==> src/rtl/ita_datapath.sv <==
// ita_datapath: GF(2^7) Itoh-Tsujii inversion datapath driven by an external control sequencer; optional completion self-check under ITA_DATAPATH_CHECK_EN
module ita_datapath #(
    parameter logic [6:0] POLY = 7'h03
) (
    input  logic       clk,
    input  logic       rst_n,
    input  logic       load,
    input  logic [6:0] a_in,
    input  logic       en,
    input  logic [1:0] n_cascade,
    input  logic [1:0] sel_read,
    input  logic [1:0] sel_write,
    input  logic [1:0] sel_mux1,
    input  logic [1:0] sel_mux2,
`ifdef ITA_DATAPATH_CHECK_EN
    output logic       chk_err,
`endif
    output logic [6:0] result,
    output logic       done,
    output logic       valid,
    output logic       busy,
    output logic [2:0] op_cnt
);
    typedef enum logic {IDLE, RUN} state_t;
    state_t state, state_nxt;
    logic [6:0] a_reg, acc, rd, x, y, sq1, sq2, sq3, casc, prod;
    logic [6:0] bank [4];
    logic finish;

    function automatic logic [6:0] gmul(input logic [6:0] p, input logic [6:0] q);
        logic [6:0] r, t;
        r = '0;
        t = p;
        for (int i = 0; i < 7; i++) begin
            r = q[i] ? r ^ t : r;
            t = t[6] ? {t[5:0], 1'b0} ^ POLY : {t[5:0], 1'b0};
        end
        return r;
    endfunction

    assign busy = (state == RUN);

    // operand selection, squaring cascade and the single-cycle multiply
    always_comb begin
        rd   = bank[sel_read];
        sq1  = gmul(acc, acc);
        sq2  = gmul(sq1, sq1);
        sq3  = gmul(sq2, sq2);
        casc = n_cascade == 2'd0 ? acc : n_cascade == 2'd1 ? sq1 : n_cascade == 2'd2 ? sq2 : sq3;
        x    = sel_mux1 == 2'd0 ? a_reg : sel_mux1 == 2'd1 ? rd : sel_mux1 == 2'd2 ? acc : 7'h01;
        y    = sel_mux2 == 2'd0 ? a_reg : sel_mux2 == 2'd1 ? casc : sel_mux2 == 2'd2 ? acc : rd;
        prod = gmul(x, y);
    end

    // next state: load restarts from anywhere, an idle control word after at least one op completes
    always_comb begin
        state_nxt = state;
        finish    = 1'b0;
        if (load) begin
            state_nxt = RUN;
        end else if (state == RUN && !en && op_cnt != 3'd0) begin
            state_nxt = IDLE;
            finish    = 1'b1;
        end
    end

    // state register
    always_ff @(posedge clk or negedge rst_n) begin
        if (!rst_n) state <= IDLE;
        else        state <= state_nxt;
    end

    // datapath registers; bank[0] is never written so it stays the constant 1
    always_ff @(posedge clk or negedge rst_n) begin
        if (!rst_n) begin
            a_reg   <= '0;
            acc     <= 7'h01;
            bank[0] <= 7'h01;
            bank[1] <= '0;
            bank[2] <= '0;
            bank[3] <= '0;
            op_cnt  <= '0;
            result  <= '0;
            done    <= 1'b0;
            valid   <= 1'b0;
        end else begin
            done <= finish;
            if (load) begin
                a_reg   <= a_in;
                acc     <= 7'h01;
                bank[0] <= 7'h01;
                bank[1] <= '0;
                bank[2] <= '0;
                bank[3] <= '0;
                op_cnt  <= '0;
                valid   <= 1'b0;
            end else if (finish) begin
                result <= acc;
                valid  <= 1'b1;
            end else if (state == RUN && en) begin
                acc    <= prod;
                op_cnt <= op_cnt + {2'b0, op_cnt != 3'd7};
                if (sel_write != 2'd0) bank[sel_write] <= acc;
            end
        end
    end

`ifdef ITA_DATAPATH_CHECK_EN
    // verify the inverse on completion; zero input has no inverse and is never flagged
    always_ff @(posedge clk or negedge rst_n) begin
        if (!rst_n)      chk_err <= 1'b0;
        else if (finish) chk_err <= (a_reg != 7'h00) && (gmul(acc, a_reg) != 7'h01);
    end
`endif
endmodule

==> config.mk <==
export PLATFORM = sky130hd
export DESIGN_NAME = ita_datapath
export DESIGN_NICKNAME = d
export VERILOG_FILES = /design/src/rtl/ita_datapath.sv
export SDC_FILE = /design/constraint.sdc
export NUM_CORES = 1
export LEC_CHECK = 0
export BUFFER_PORTS_ARGS = -buffer_cell sky130_fd_sc_hd__buf_4
export CAP_MARGIN = 20
export CORE_MARGIN = 3
export CORE_UTILIZATION = 61
export CTS_BUF_LIST = sky130_fd_sc_hd__clkbuf_4
export DETAILED_ROUTE_END_ITERATION = 10
export PLACE_DENSITY_LB_ADDON = 0.25
export SETUP_SLACK_MARGIN = 0.4
export SLEW_MARGIN = 20
export SYNTH_ARGS = -nofsm -noshare
export SYNTH_HDL_FRONTEND = slang
export SYNTH_SLANG_ARGS = --single-unit
==> constraint.sdc <==
create_clock -name clk -period 6.4 [get_ports clk]
set_input_delay 1.28 -clock clk [delete_from_list [all_inputs] [get_ports clk]]
set_output_delay 1.28 -clock clk [all_outputs]
set_load 0.05 [all_outputs]
==> results of run 1 <==
==> worst max-delay path: cells and delay by family, from the launching register on <==
kind | cells | cell delay, ns
XOR/XNOR | 7 | 1.82
adder cells (fa/ha/maj) | 3 | 1.06
AND/OR/NAND/NOR | 4 | 1.02
AO/OA/AOI/OAI | 3 | 0.70
flip-flops | 1 | 0.57
multiplexers | 1 | 0.22
buffers and inverters | 1 | 0.17
==> report_power, final <==
part           internal (W)  switching [W]  total (W)  leakage [nW]
clock network     0.0000472       0.000124   0.000171        0.0337
logic              0.000904        0.00119    0.00209          1.48
registers          0.000391      0.0000590   0.000450         0.729
==> routing by layer <==
| layer | vias up | track usage, % |
|---|---|---|
| met5 | - | 0 |
| met1 | 2067 | 42.8 |
| li1 | 1989 | - |
| met3 | 44 | 4.54 |
| met4 | 0 | 11.1 |
| met2 | 261 | 51.5 |
==> layout make-up <==
cell class | count | area, um2
multi-input combinational | 446 | 3230
fill | 609 | 2250
sequential | 55 | 1380
timing repair buffer | 41 | 308
tap | 99 | 124
inverter | 16 | 60.1
clock buffer | 5 | 37.5
clock inverter | 3 | 27.5
==> timing repair <==
action | CTS | global route
setup buffers | 1 | 3
hold buffers | 0 | 0
cloned | 0 | 0
gates resized for setup | 0 | 8
endpoints found under the setup margin | 2 | 7
==> worst max-delay path by stage <==
stage,end,slack [ns],cells past startpoint
final,acc[2],0.77,19
after global routing,acc[1],0.41,19
after detailed placement,acc[2],0.41,19
after CTS,acc[2],0.53,19
after global placement,acc[2],0.70,19
after floorplan,acc[1],0.99,19
==> cells by family after synthesis <==
group	synth area share, %
buffers and inverters	4.50
AOI/OAI and AO/OA	20.3
xor gates and xnor gates	14.9
muxes	11.0
DFF	28.8
and+or+nand+nor	19.2
adders and majority gates	1.31
==> through the flow <==
step	util (%)	total power (W)	setup slack, ns	hold slack (ns)	cell area (um2)
final	69.7	0.00271	0.773	0.508	5160
after global routing	69.7	0.00290	0.406	0.550	5160
after CTS	68.8	0.00263	0.526	0.513	5100
after detailed placement	67.8	0.00246	0.412	0.468	5030
after global placement	67.8	0.00241	0.701	0.463	5030
after floorplan	-	0.00208	0.988	0.460	4780
==> cells in the final DEF, fill, tap and decap left out, types with 7 or more instances in the layout <==
master and instances:
mux2i_1 22, nor2b_1 11, xor2_1 10, o21ai_0 25, buf_4 41, nand3_1 12, inv_1 16, o211ai_1 7
mux4_2 8, a21oi_1 41, nor2_1 64, nor3_1 7, mux2_2 9, nand2_1 66, and3_1 8, dfrtp_1 53
xnor3_1 8, a211oi_1 9, xnor2_1 27
==> metrics.txt, run 1 <==
outcome=finished, final reports clean; layout cells sized above 1=17.5%; post-synth top area share=27.7%; Yosys top cell by area=dfrtp_1; fmax=between 150 and 200 MHz; r2r setup slk=around 0.77 ns; antenna violations before repair=0; vias in the first global route=between 4000 and 5000; CP required=6.72 ns; Crit Path Max Fanout=9; Vias/cell=6.56; routed wl met2=6.32 mm; Die X=94.5 um; clock buffer depth=2; fin crit period=around 5.6 ns; CTS tree=done; Critical Path Slowest Stage Cell=dfstp_2; register area share after synthesis=between 20% and 30%; #FFs+latches synth=55; reg2reg path depth=19; DR WL met3=1.32 mm; Yosys cell types=68; Clock Pin Slew Worst Setup and Hold Paths=approximately 0.18 ns; r2r endpoint=acc[2]; hpwl dp=9.76 mm; Worst Setup SP=acc[0]; vias=4361; Layout Cells excl Fill=665; Ys Warns=0; Placer Congestion=0.998; Syn Nets=578; hold path depth=2; Layout Nets=591; WP data arrival=approximately 6 ns; CP startpoint kind=register; Tot GR Track Use=31.4%; maxcap violations=0; Reg2Reg Launch Point=acc[0]; Placeable Area=about 7400 um2; highest routed layer=met4; Slowest Stage Delay on Critical Path=about 0.57 ns; Peak supply drop=between 0.3 and 0.4 mV; total CTS buffers=5; Synth area leaders=dfrtp_1 28%, nand2_1 5.2%, nor2_1 5.2%, xnor2_1 5.1%, mux2i_1 4.6%; router iterations before antenna repair=5; Detail Route Antenna Nets=0; synthesized area=approximately 4800 um2; Synth-to-Final Area Change=7.98%; routed length on met1=5.23 mm; CP Class=reg -> reg; placed insts=653; Hold Path Origin=result[5]; die height=94.5 um; wire per inst=between 20 and 25 um; die area=8930 um2; slew margin rel.=40.1%; Setup TNS=0 ns; Port Buffers=33; fin crit share=87.9%; residual DRC count=0; H-Tree Depth=2; Final Slew Violations=0; Starting Density=64.5%; top_reg_cell synth=dfrtp_1; Post-Syn Instances=~550; Hold Vio Cnt, Final=0; drt total wl=13.3 mm; clock insertion delay at the later pin of the skew report=0.40 ns; Worst setup EP type=register; worst hold path type=reg -> reg; Core Rows=31; synthesized area per cell=roughly 8.7 um2; Biggest register=bank; Setup Viol. Count Final=0; Top Ports=34; actual slew at the worst max-slew pin=roughly 0.90 ns; largest net degree at the start of global routing=56; Cell Pwr Density=526 nW/um2; Max Clock Skew=0.0170 ns; global route overflow=0; Post-synth EDFFs=0; worst path cell trace=ha_1 > xnor2_2 > a21o_1 > inv_1 > ha_2 > and3_1 > mux2i_1 > xor2_2 > xnor2_1 > ha_1 > xnor3_1 > xor2_2 > or4_1 > and3_1 > a21oi_4 > nor2_1 > xnor3_1 > xor2_1 > a211oi_1; CTS sink count=between 50 and 60; global-route wire length before repair=between 20 and 25 mm; # diodes=0; Hold Path End=result[5]; synth cell count leaders=66 x nand2_1, 66 x nor2_1, 53 x dfrtp_1; RSZ-0062 raised after global routing=false; Largest register FFs=28; Initial DRC Count=444; root buf cell=clkbuf_4; Leak=2.25 nW; Async SR Flop Fraction=100%
Power figures use the tool's default switching activity.
==> inputs of run 2 (changes only) <==
Clock period 6.4 ns to 5.5 ns, I/O delays scaled along.
==> metrics.txt, run 2 (synthesis gave the netlist of run 1 again) <==
hpwl dp=9.93 mm (+1.7%); router iterations before antenna repair=5 (unchanged); fin crit period=5.00 ns (-0.629 ns); Seq pwr share=14.3% (-2.3 points); actual slew at the worst max-slew pin=1.06 ns (+0.166 ns); Cell Pwr Density=673 nW/um2 (+28%); CP required=5.82 ns (-0.90 ns); CTS tree=done; maxcap violations=0 (unchanged); outcome=finished, final reports clean; Hold Vio Cnt, Final=0 (unchanged); Largest register FFs=28 (unchanged); commonest non-fill, non-tap cells in the layout=65 x nor2_1, 65 x nand2_1, 61 x buf_4, 53 x dfrtp_1, 39 x a21oi_1; H-Tree Depth=2 (unchanged); WP data arrival=5.31 ns (-0.64 ns); global-route wire length before repair=21.5 mm (-0.83%); clock insertion delay at the later pin of the skew report=0.39 ns (about the same); Tot GR Track Use=31.3% (-0.16 points); Biggest register=bank; drt total wl=14.0 mm (+5.1%); CTS sink count=55 (unchanged); vias=4489 (+2.9%); layout filler cell count=572 (-6.1%); Vias/cell=6.52 (-0.51%); Leak=2.39 nW (+6.3%); Die X=94.5 um (unchanged); Storage cell area=1380 um2 (unchanged); Layout Nets=614 (+3.9%); area of the multi-input gates=3400 um2 (+5.3%); Worst setup EP type=register; vias in the first global route=4167 (+0.34%); residual DRC count=0 (unchanged); Worst Setup SP=acc[0]; RSZ-0062 raised after global routing=false; CP Class=reg -> reg; Final Slew Violations=0 (unchanged); root buf cell=clkbuf_4; Placeable Area=7410 um2 (unchanged); Clock Pin Slew Worst Setup and Hold Paths=0.17 ns (about the same); highest routed layer=met4; global route overflow=0 (unchanged); Fin Hold WS=0.514 ns (+0.00642 ns); Core Rows=31 (unchanged); CP startpoint kind=register; Sw Share=48.5% (-2.0 points); Port Buffers=33 (unchanged); Starting Density=64.5% (unchanged); Logic pwr share=80.8% (+3.7 points); antenna violations before repair=0 (unchanged); worst hold path type=reg -> reg; Detail Route Antenna Nets=0 (unchanged); largest net degree at the start of global routing=56 (unchanged); slew margin rel.=29.1% (-11 points); internal power=0.00191 W (+43%); clock buffer depth=2 (unchanged); fin crit share=90.9% (+3.0 points); routed length on met1=5.80 mm (+11%); NetSw=0.00180 W (+31%); fmax=200 MHz (+13%); Synth-to-Final Area Change=15.6%; clock group share of total power=4.9% (-1.4 points); Top Ports=34 (unchanged); Max Clock Skew=0.0194 ns (+0.00236 ns); Peak supply drop=0.473 mV (+57%); layout cells sized above 1=23.8% (+6.3 points); Setup Viol. Count Final=0 (unchanged); die height=94.5 um (unchanged); Setup TNS=0 ns (unchanged); Hold Path Origin=result[3]; wire per inst=20.3 um (+1.6%); total CTS buffers=5 (unchanged); die area=8930 um2 (unchanged); Crit Path Max Fanout=7 (-2); hold buffer count at cts=0 (unchanged); Placer Congestion=0.986 (-1.2%); Initial DRC Count=443 (-0.23%); DR WL met3=1.01 mm (-23%); routed wl met2=6.70 mm (+6.0%); Reg2Reg Launch Point=acc[0]; # diodes=0 (unchanged)
run 2: per-stage QoR:
| step | utilization [%] | std cells | setup slack, ns | cell area [um2] | power [W] |
|---|---|---|---|---|---|
| after CTS | 70.6 | 671 | 0.406 | 5230 | 0.00320 |
| after detailed placement | 68.8 | 659 | 0.172 | 5100 | 0.00292 |
| after global placement | 68.8 | 659 | 0.329 | 5100 | 0.00288 |
| after global routing | 74.6 | 688 | 0.312 | 5530 | 0.00392 |
| after floorplan | - | 552 | 0.410 | 4820 | 0.00244 |
| final | 74.6 | 688 | 0.502 | 5530 | 0.00372 |
run 2: repair_timing:
item,4_1_cts,5_1_grt
endpoints found under the setup margin,6,7
cloned,0,1
gates resized for setup,8,31
pin swaps,5,21
buffers inserted,4,16
run 2: area by class of cell:
cell class / instances / area share [%]
flip-flops and latches: 55 / 25.0
multi-input cells: 446 / 61.5
inverters: 16 / 1.09
well taps: 99 / 2.24
clock buffers: 5 / 0.679
repair buffers: 64 / 9.22
clock inverters: 3 / 0.362
run 2: layer usage:
layer,up-vias,GRT usage [%]
met5,-,0
met4,0,9.01
met3,40,4.70
met2,229,52.2
met1,2186,42.5
li1,2034,-
run 2: power groups by stage:
stage	sequential [W]	combinational [W]	clock [W]
floorplan	0.000578	0.00186	0
global placement	0.000531	0.00235	0
detailed placement	0.000534	0.00239	0
CTS	0.000526	0.00249	0.000185
global route	0.000535	0.00318	0.000199
finish	0.000530	0.00300	0.000183
run 2: worst paths after layout:
kind | end | cells past startpoint | slack, ns
min | result[3] | 2 | 0.51
max in group asynchronous | bank[0] | 1 | 4.29
max | acc[1] | 19 | 0.50
min in group asynchronous | bank[23] | 1 | 0.74
max reg2reg | acc[1] | 19 | 0.50
min reg2reg | result[3] | 2 | 0.51
run 2: critical path: stages (launching register included):
cell,delay (ns)
dfstp_2,0.59
ha_4,0.23
xnor2_2,0.15
a21o_1,0.22
inv_2,0.08
ha_4,0.21
and3_4,0.18
mux2i_4,0.16
xor2_2,0.22
xnor2_2,0.12
ha_1,0.32
xnor3_2,0.48
xor2_4,0.20
or3_4,0.35
and2_4,0.17
o31a_1,0.31
and3_4,0.19
or3_1,0.33
a21o_1,0.20
a311oi_2,0.23
==> inputs of run 3 (changes only) <==
--- a/config.mk
+++ b/config.mk
@@ -14,6 +14,7 @@
 export PLACE_DENSITY_LB_ADDON = 0.25
 export SETUP_SLACK_MARGIN = 0.4
-export SLEW_MARGIN = 20
+export SLEW_MARGIN = 10
 export SYNTH_ARGS = -nofsm -noshare
 export SYNTH_HDL_FRONTEND = slang
 export SYNTH_SLANG_ARGS = --single-unit
+export TNS_END_PERCENT = 50
==> constraint.sdc (replaced) <==
create_clock -name clk -period 5.5 [get_ports clk]
set_input_delay 0.55 -clock clk [delete_from_list [all_inputs] [get_ports clk]]
set_output_delay 0.55 -clock clk [all_outputs]
set_load 0.05 [all_outputs]
==> metrics.txt, run 3 (synthesis gave the netlist of run 1 again) <==
outcome=finished, final reports clean; Final Slew Violations=0 (unchanged); Leak=2.38 nW (-0.19%); residual DRC count=0 (unchanged); Initial DRC Count=488 (+10%); worst hold path type=in -> async; Vias/cell=6.57 (+0.68%); commonest non-fill, non-tap cells in the layout=65 x nor2_1, 65 x nand2_1, 60 x buf_4, 53 x dfrtp_1, 39 x a21oi_1; CP required=5.82 ns (about the same); highest routed layer=met4; Largest register FFs=28 (unchanged); fin crit period=5.02 ns (+0.0181 ns); DR WL met3=1.27 mm (+25%); Layout Nets=613 (-0.16%); Max Clock Skew=0.0198 ns (+0.000414 ns); largest net degree at the start of global routing=56 (unchanged); drt total wl=14.0 mm (+0.43%); Starting Density=64.5% (unchanged); Power Total=0.00371 W (-0.25%); Placer Congestion=0.986 (unchanged); total CTS buffers=5 (unchanged); Core Rows=31 (unchanged); antenna violations before repair=0 (unchanged); # diodes=0 (unchanged); CTS tree=done; Hold Vio Cnt, Final=0 (unchanged); H-Tree Depth=2 (unchanged); Crit Path Max Fanout=7 (unchanged); Die X=94.5 um (unchanged); layout cells sized above 1=23.6% (-0.13 points); clock buffer depth=2 (unchanged); router iterations before antenna repair=5 (unchanged); Layout Cells excl Fill=687 (-0.15%); root buf cell=clkbuf_4; fin crit share=91.2% (+0.33 points); Detail Route Antenna Nets=0 (unchanged); routed wl met2=6.73 mm (+0.46%); CP Class=reg -> reg; global-route wire length before repair=21.5 mm (unchanged); Cell Pwr Density=672 nW/um2 (-0.11%); CTS sink count=55 (unchanged); vias=4513 (+0.53%); Clock Pin Slew Worst Setup and Hold Paths=0.17 ns (about the same); Placeable Area=7410 um2 (unchanged); CP startpoint kind=register; vias in the first global route=4167 (unchanged); wire per inst=20.4 um (+0.58%); WP data arrival=5.33 ns (+0.02 ns); Port Buffers=33 (unchanged); die height=94.5 um (unchanged); Top Ports=34 (unchanged); Fin Hold WS=0.185 ns (-0.329 ns); placed insts=659 (unchanged); slew margin rel.=32.9% (+3.9 points); routed length on met1=5.61 mm (-3.3%); Tot GR Track Use=31.3% (unchanged); fmax=199 MHz (-0.36%); Setup Viol. Count Final=0 (unchanged); Synth-to-Final Area Change=15.4%; actual slew at the worst max-slew pin=1.01 ns (-0.0581 ns); Final Util=74.5% (-0.10 points); global route overflow=0 (unchanged); hpwl dp=9.93 mm (unchanged); Setup TNS=0 ns (unchanged); die area=8930 um2 (unchanged); Biggest register=bank; RSZ-0062 raised after global routing=true; clock insertion delay at the later pin of the skew report=0.39 ns (about the same); maxcap violations=0 (unchanged); Worst setup EP type=register; Peak supply drop=0.457 mV (-3.4%)
[run 3: cell count changes in the layout (fill, tap and decap cells not counted)]
cell,previous run,this run
buf_4,61,60
[run 3: worst paths after layout]
kind,start,to,slack [ns],depth (start not counted)
setup / recovery,acc[6],acc[1],0.48,18
hold / removal,rst_n,bank[23],0.18,1
setup reg to reg,acc[6],acc[1],0.48,18
hold reg to reg,result[2],result[2],0.51,2
max in group asynchronous,rst_n,bank[0],4.84,1
min in group clk,a_in[1],a_reg[1],0.37,2
[run 3: where the power goes]
part           total, W  switching (W)  internal [W]
Sequential     0.000530      0.0000749      0.000455
Clock          0.000185       0.000135     0.0000495
Combinational   0.00299        0.00159       0.00141
Total           0.00371        0.00180       0.00191
[run 3: per-stage QoR]
stage,instance area [um2],worst slack [ns]
floorplan,4820,0.410
global placement,5100,0.329
detailed placement,5100,0.172
CTS,5230,0.406
global route,5520,0.294
finish,5520,0.484
[run 3: cell type report]
class | count | area [um2]
Multi-Input combinational cell | 446 | 3400
Fill cell | 575 | 1890
Sequential cell | 55 | 1380
Timing Repair Buffer | 63 | 502
Tap cell | 99 | 124
Inverter | 16 | 60.1
Clock buffer | 5 | 37.5
Clock inverter | 3 | 20.0
[run 3: per-layer routing]
metal | up-vias | global-route usage [%]
li1 | 2031 | -
met1 | 2204 | 42.5
met2 | 245 | 52.2
met3 | 33 | 4.70
met4 | 0 | 9.01
met5 | - | 0
[run 3: repair_timing]
item / 4_1_cts / 5_1_grt
pin swaps: 5 / 21
cloned: 0 / 1
endpoints found under the setup margin: 6 / 7
resized for setup: 8 / 31
hold buffers: 0 / 0
setup buffers: 4 / 15
[run 3: critical path: stages (launching register included)]
cell	delay (ns)
dfrtp_1	0.48
ha_4	0.21
xnor2_4	0.35
xnor2_4	0.18
ha_4	0.24
and3_4	0.19
mux2i_4	0.18
xor2_2	0.22
xnor2_2	0.12
ha_1	0.32
xnor3_2	0.48
xor2_4	0.20
or3_4	0.35
and2_4	0.17
o31a_1	0.31
and3_4	0.19
or3_1	0.33
a21o_1	0.20
a311oi_2	0.23
